### src/rtl/mem_stage.sv
// mem_stage: pipeline MEM stage. Issues aligned data-memory requests,
// stalls the upstream pipeline across the dmem handshake and registers
// the MEM/WB result (load data or pass-through ALU result).
module mem_stage #(
  parameter int unsigned WIDTH = 32
) (
  input  logic             clk,
  input  logic             rst_n,
  input  logic             valid_i,
  input  logic             flush_i,
  input  logic [WIDTH-1:0] alu_out_i,
  input  logic [WIDTH-1:0] rs2_out_i,
  input  logic [4:0]       rd_i,
  input  logic             load_regfile_i,
  input  logic             mem_read_i,
  input  logic             mem_write_i,
  input  logic [2:0]       funct3_i,
  output logic [WIDTH-1:0] dmem_address,
  output logic             dmem_read,
  output logic             dmem_write,
  output logic [3:0]       dmem_mbe,
  output logic [WIDTH-1:0] dmem_wdata,
  input  logic [WIDTH-1:0] dmem_rdata,
  input  logic             dmem_resp,
  output logic             stall_o,
  output logic             wb_valid_o,
  output logic             wb_load_o,
  output logic [4:0]       wb_rd_o,
  output logic [WIDTH-1:0] wb_data_o,
  output logic             misalign_o
);

  localparam int unsigned OFF_W = 2;
  localparam int unsigned RD_W  = 5;
  localparam int unsigned F3_W  = 3;

  typedef enum logic {S_IDLE, S_ACCESS} state_t;

  state_t             r_state, w_state_nxt;
  logic [WIDTH-1:0]   r_dmem_address, w_dmem_address_nxt;
  logic               r_dmem_read, w_dmem_read_nxt;
  logic               r_dmem_write, w_dmem_write_nxt;
  logic [3:0]         r_dmem_mbe, w_dmem_mbe_nxt;
  logic [WIDTH-1:0]   r_dmem_wdata, w_dmem_wdata_nxt;
  logic [RD_W-1:0]    r_rd, w_rd_nxt;
  logic [F3_W-1:0]    r_funct3, w_funct3_nxt;
  logic [OFF_W-1:0]   r_off, w_off_nxt;
  logic               r_flushed, w_flushed_nxt;
  logic               r_wb_valid, w_wb_valid_nxt;
  logic               r_wb_load, w_wb_load_nxt;
  logic [RD_W-1:0]    r_wb_rd, w_wb_rd_nxt;
  logic [WIDTH-1:0]   r_wb_data, w_wb_data_nxt;
  logic               r_misalign, w_misalign_nxt;

  logic [OFF_W-1:0]   w_off;
  logic               w_misaligned;
  logic [3:0]         w_mbe;
  logic [WIDTH-1:0]   w_wdata;
  logic [WIDTH-1:0]   w_lane;
  logic [WIDTH-1:0]   w_load_data;
  logic               w_kill;

  assign w_off = alu_out_i[OFF_W-1:0];

  // Access-size decode of the incoming instruction: alignment, byte enables, store lanes
  always_comb begin
    w_misaligned = 1'b0;
    w_mbe        = 4'b1111;
    w_wdata      = rs2_out_i;
    case (funct3_i[1:0])
      2'b00: begin
        w_mbe   = 4'(4'b0001 << w_off);
        w_wdata = {4{rs2_out_i[7:0]}};
      end
      2'b01: begin
        w_misaligned = w_off[0];
        w_mbe        = 4'(4'b0011 << w_off);
        w_wdata      = {2{rs2_out_i[15:0]}};
      end
      default: begin
        w_misaligned = (w_off != 2'b00);
      end
    endcase
  end

  // Load extraction from the returned word using the latched offset and size
  always_comb begin
    w_lane = dmem_rdata >> {r_off, 3'b000};
    case (r_funct3)
      3'b000:  w_load_data = {{(WIDTH-8){w_lane[7]}}, w_lane[7:0]};
      3'b100:  w_load_data = {{(WIDTH-8){1'b0}}, w_lane[7:0]};
      3'b001:  w_load_data = {{(WIDTH-16){w_lane[15]}}, w_lane[15:0]};
      3'b101:  w_load_data = {{(WIDTH-16){1'b0}}, w_lane[15:0]};
      default: w_load_data = dmem_rdata;
    endcase
  end

  // A flush seen at any point of the access kills its write-back
  assign w_kill = r_flushed | flush_i;

  // Next-state and next-register values; stall_o is the only combinational output
  always_comb begin
    w_state_nxt        = r_state;
    w_dmem_address_nxt = r_dmem_address;
    w_dmem_read_nxt    = r_dmem_read;
    w_dmem_write_nxt   = r_dmem_write;
    w_dmem_mbe_nxt     = r_dmem_mbe;
    w_dmem_wdata_nxt   = r_dmem_wdata;
    w_rd_nxt           = r_rd;
    w_funct3_nxt       = r_funct3;
    w_off_nxt          = r_off;
    w_flushed_nxt      = r_flushed;
    w_wb_valid_nxt     = 1'b0;
    w_wb_load_nxt      = 1'b0;
    w_wb_rd_nxt        = r_wb_rd;
    w_wb_data_nxt      = r_wb_data;
    w_misalign_nxt     = 1'b0;
    stall_o            = 1'b0;

    case (r_state)
      S_IDLE: begin
        if (valid_i && !flush_i) begin
          if (mem_read_i || mem_write_i) begin
            if (w_misaligned) begin
              w_wb_valid_nxt = 1'b1;
              w_wb_rd_nxt    = rd_i;
              w_wb_data_nxt  = alu_out_i;
              w_misalign_nxt = 1'b1;
            end else begin
              stall_o            = 1'b1;
              w_state_nxt        = S_ACCESS;
              w_dmem_address_nxt = {alu_out_i[WIDTH-1:OFF_W], 2'b00};
              w_dmem_read_nxt    = mem_read_i;
              w_dmem_write_nxt   = mem_write_i;
              w_dmem_mbe_nxt     = w_mbe;
              w_dmem_wdata_nxt   = w_wdata;
              w_rd_nxt           = rd_i;
              w_funct3_nxt       = funct3_i;
              w_off_nxt          = w_off;
              w_flushed_nxt      = 1'b0;
            end
          end else begin
            w_wb_valid_nxt = 1'b1;
            w_wb_load_nxt  = load_regfile_i;
            w_wb_rd_nxt    = rd_i;
            w_wb_data_nxt  = alu_out_i;
          end
        end
      end
      S_ACCESS: begin
        if (flush_i) begin
          w_flushed_nxt = 1'b1;
        end
        if (dmem_resp) begin
          w_state_nxt      = S_IDLE;
          w_dmem_read_nxt  = 1'b0;
          w_dmem_write_nxt = 1'b0;
          w_wb_valid_nxt   = !w_kill;
          w_wb_load_nxt    = r_dmem_read && !w_kill;
          w_wb_rd_nxt      = r_rd;
          w_wb_data_nxt    = r_dmem_read ? w_load_data : '0;
        end else begin
          stall_o = 1'b1;
        end
      end
      default: begin
        w_state_nxt = S_IDLE;
      end
    endcase
  end

  // State and output registers
  always_ff @(posedge clk or negedge rst_n) begin
    if (!rst_n) begin
      r_state        <= S_IDLE;
      r_dmem_address <= '0;
      r_dmem_read    <= 1'b0;
      r_dmem_write   <= 1'b0;
      r_dmem_mbe     <= '0;
      r_dmem_wdata   <= '0;
      r_rd           <= '0;
      r_funct3       <= '0;
      r_off          <= '0;
      r_flushed      <= 1'b0;
      r_wb_valid     <= 1'b0;
      r_wb_load      <= 1'b0;
      r_wb_rd        <= '0;
      r_wb_data      <= '0;
      r_misalign     <= 1'b0;
    end else begin
      r_state        <= w_state_nxt;
      r_dmem_address <= w_dmem_address_nxt;
      r_dmem_read    <= w_dmem_read_nxt;
      r_dmem_write   <= w_dmem_write_nxt;
      r_dmem_mbe     <= w_dmem_mbe_nxt;
      r_dmem_wdata   <= w_dmem_wdata_nxt;
      r_rd           <= w_rd_nxt;
      r_funct3       <= w_funct3_nxt;
      r_off          <= w_off_nxt;
      r_flushed      <= w_flushed_nxt;
      r_wb_valid     <= w_wb_valid_nxt;
      r_wb_load      <= w_wb_load_nxt;
      r_wb_rd        <= w_wb_rd_nxt;
      r_wb_data      <= w_wb_data_nxt;
      r_misalign     <= w_misalign_nxt;
    end
  end

  assign dmem_address = r_dmem_address;
  assign dmem_read    = r_dmem_read;
  assign dmem_write   = r_dmem_write;
  assign dmem_mbe     = r_dmem_mbe;
  assign dmem_wdata   = r_dmem_wdata;
  assign wb_valid_o   = r_wb_valid;
  assign wb_load_o    = r_wb_load;
  assign wb_rd_o      = r_wb_rd;
  assign wb_data_o    = r_wb_data;
  assign misalign_o   = r_misalign;

endmodule

### config.mk
export PLATFORM = sky130hd
export DESIGN_NAME = mem_stage
export DESIGN_NICKNAME = d
export VERILOG_FILES = /design/src/rtl/mem_stage.sv
export SDC_FILE = /design/constraint.sdc
export NUM_CORES = 1
export LEC_CHECK = 0
export ABC_AREA = 1
export BUFFER_PORTS_ARGS = -buffer_cell sky130_fd_sc_hd__buf_2
export CAP_MARGIN = 20
export CORE_UTILIZATION = 45
export CTS_BUF_LIST = sky130_fd_sc_hd__clkbuf_8
export CTS_CLUSTER_SIZE = 10
export DETAILED_ROUTE_END_ITERATION = 10
export PLACE_DENSITY = 0.72
export SLEW_MARGIN = 20
export SYNTH_ARGS = -nofsm -noshare
export SYNTH_HDL_FRONTEND = slang
export SYNTH_SLANG_ARGS = --single-unit
### constraint.sdc
create_clock -name clk -period 2.1 [get_ports clk]
set_clock_uncertainty 0.2 [all_clocks]
set_input_delay 0.42 -clock clk [delete_from_list [all_inputs] [get_ports clk]]
set_output_delay 0.42 -clock clk [all_outputs]
set_load 0.01 [all_outputs]
==> results by group <==
Detailed routing
  • DRT Pass-1 Iters: 5
  • Vias: about 6.3k
  • Drt drc: 0
  • Wire length per cell: about 15 um
  • Vias per Instance: between 4 and 5
  • Total routed wirelength: about 19,000 um
  • Routed Antenna Nets: 0
  • Iter 0 DRT Violations: around 460

Pwr
  • Pwr Total: roughly 0.0082 W
  • Leakage power: around 4.5 nW
  • PD cells: about 990 nW/um2
  • Worst vdd ir: between 0.6 and 0.7 mV

Logic synthesis
  • Netlist cell types: 31
  • Post-synth top area cell: dfrtp_1
  • Mapped Cells: just over 800
  • Number of synthesis warnings: 0
  • Seq/Total Area, Yosys: 47.1%
  • Synthesized cell area: around 6400 um2
  • Synth area leaders: dfrtp_1 47%, nand2_1 16%, o21ai_2 7.1%
  • Flops & latches, synth: between 100 and 150
  • Post-synth top area share: about 47%
  • Avg Cell Area, Syn: 7.67 um2

CTS
  • CTS tree: done
  • Num CTS Buffers: 17
  • Clk sink count: 120
  • Clk_lat worst skew: ~0.46 ns
  • Clock root buffer: clkbuf_8
  • Clk buf depth: 2
  • H-tree depth: 4
  • Clock Pin Slew Worst Setup and Hold Paths: 0.07 ns

Floorplanning
  • FP Rows: 43
  • Die area: between 10,000 and 15,000 um2
  • # IOs: around 220
  • Core area: 13,800 um2
  • Initial Util: between 40% and 50%
  • Horiz. Die Dim: 121 um
  • Die H: about 120 um

Cells and area
  • Multi-input logic area: roughly 2800 um2
  • Layout Cells excl Fill: around 1.3k
  • Fin nets: approximately 1.2k
  • Most common cell after layout, fill and taps aside: nand2_1
  • Fin area: just over 8000 um2
  • Area delta synth->final: 30.1%
  • Share of layout cells above drive strength 1: between 30% and 40%
  • Utilization after layout: about three fifths
  • Register area: between 3000 and 4000 um2
  • FILL cells: 1,305
  • Commonest non-fill, non-tap cells in the layout: 272 x nand2_1, 219 x buf_2, 119 x dfrtp_1

Placement
  • Port buffer count: 220
  • DPL Wire Length: 14,000 um
  • Placed cell areas: 7750 um2
  • Placed insts: between 1k and 1.5k
  • GPL Wtd Cong: between 0.8 and 0.9

Global route
  • Largest net degree at the start of global routing: between 50 and 60
  • GRT Resource Usage Total: around a quarter
  • First-pass GRT wire length: between 30,000 and 40,000 um
  • Grt ovf: 0
  • Vias in the first global route: slightly below 6k
  • Initial antenna violation count: 1

Setup path
  • Critical path startpoint category: flop
  • CP max FO: 3
  • Critical Path RT: ~1.5 ns
  • WP data arrival: between 1 and 1.5 ns
  • Worst Setup Path Type: reg -> out
  • Crit end category: primary output
  • R2r worst-path depth: 7

Timing
  • Final setup viols: 0
  • Min cycle time layout: approximately 2.1 ns
  • Setup TNS: 0 ns
  • Fmax: a little under 500 MHz
  • Part of the cycle the worst path needs: around 100%
  • RSZ-0062 raised after global routing: true
  • Slew Viols, Final: 0
  • Final Hold Fails: 0

Job
  • Max-Cap Viols: 0

Outcome
  • Status: completed

Hold path
  • Hold Crit Depth: 3
  • HP Class: in -> reg
-- through the flow --
step	hold slack [ns]	setup WS (ns)
2_1_floorplan	-0.0756	0.0352
3_3_place_gp	0.122	-0.199
3_5_place_dp	0.121	-0.213
4_1_cts	0.00412	0.00170
5_1_grt	0.0167	-0.0472
6_report	0.0303	0.0338
-- timing repair --
item | 4_1_cts | 5_1_grt
pin swaps | 2 | 0
gates resized for setup | 6 | 1
setup buffers | 3 | 0
endpoints found under the hold margin | 126 | 0
endpoints found under the setup margin | 1 | 17
gates cloned | 0 | 0
hold buffers | 7 | 0
-- report_power, final --
group	leakage [nW]	internal (W)	switching, W	total [W]
Sequential	1.47	0.00289	0.000334	0.00323
Combinational	2.86	0.00109	0.00159	0.00268
Clock	0.204	0.00119	0.00106	0.00226
-- layout make-up --
| cell class | instances | area share (%) |
|---|---|---|
| inverters | 80 | 3.66 |
| clock buffers | 17 | 2.82 |
| flip-flops and latches | 120 | 36.3 |
| clock inverters | 15 | 2.27 |
| repair buffers | 267 | 18.9 |
| multi-input cells | 583 | 33.3 |
| diodes | 1 | 0.0302 |
| well taps | 180 | 2.72 |
-- cell usage after synthesis (all sizes together) --
| cell | count |
|---|---|
| a211oi | 1 |
| clkinv | 1 |
| and2 | 1 |
| o22ai | 1 |
| nor3 | 1 |
| nor2 | 74 |
| inv | 79 |
| buf | 31 |
| nor4 | 1 |
| o32ai | 1 |
| conb | 1 |
| clkbuf | 17 |
| mux2i | 1 |
| nand3 | 40 |
| a21oi | 84 |
| dfrtp | 120 |
| nand2 | 275 |
| o21ai | 101 |
-- per-layer routing --
layer	part of all wire, %	track usage, %	up-vias
li1	-	-	3127
met1	44	35.7	2874
met2	47	41.0	248
met3	6.9	6.81	40
met4	2.5	11.6	0
met5	0	0	-
-- critical path: stages (launching register included) --
cell and delay (ns):
dfrtp_1 0.42, nor2_4 0.13, nand2_4 0.08, nor2_8 0.10
inv_4 0.05, o21ai_2 0.06, buf_2 0.16
-- flip-flops by register name, summed over array words and instances (netlist names) --
name,flops
r_flushed,1
wb_valid_o,1
dmem_write,1
r_funct3,3
r_rd,5
wb_rd_o,5
wb_load_o,1
dmem_read,1
dmem_mbe,4
dmem_address,30
misalign_o,1
r_off,2
r_state,1
wb_data_o,32
dmem_wdata,32
-- path summary, 6_finish.rpt --
kind,end,from,slack [ns]
max reg2reg,wb_data_o[26]$_DFFE_PN0P_,r_off[0]$_DFFE_PN0P_,0.22
min reg2reg,dmem_wdata[7]$_DFFE_PN0P_,dmem_wdata[7]$_DFFE_PN0P_,0.27
max,stall_o,r_state$_DFF_PN0_,0.03
min in group asynchronous,wb_data_o[22]$_DFFE_PN0P_,rst_n,0.19
min,r_rd[2]$_DFFE_PN0P_,rd_i[2],0.03
max in group asynchronous,r_off[0]$_DFFE_PN0P_,rst_n,0.93
-- kinds of logic (layout without fill, tap and decap cells) --
| kind of cell | count (synthesis) | in the layout | synth area share, % |
|---|---|---|---|
| AOI/OAI and AO/OA | 188 | 188 | 18.0 |
| buffers and inverters | 128 | 379 | 9.78 |
| DFF | 120 | 120 | 47.1 |
| muxes | 1 | 1 | 0.157 |
| other | 1 | 3 | 0.0589 |
| and+or+nand+nor | 392 | 392 | 24.9 |
Power figures use the tool's default switching activity.
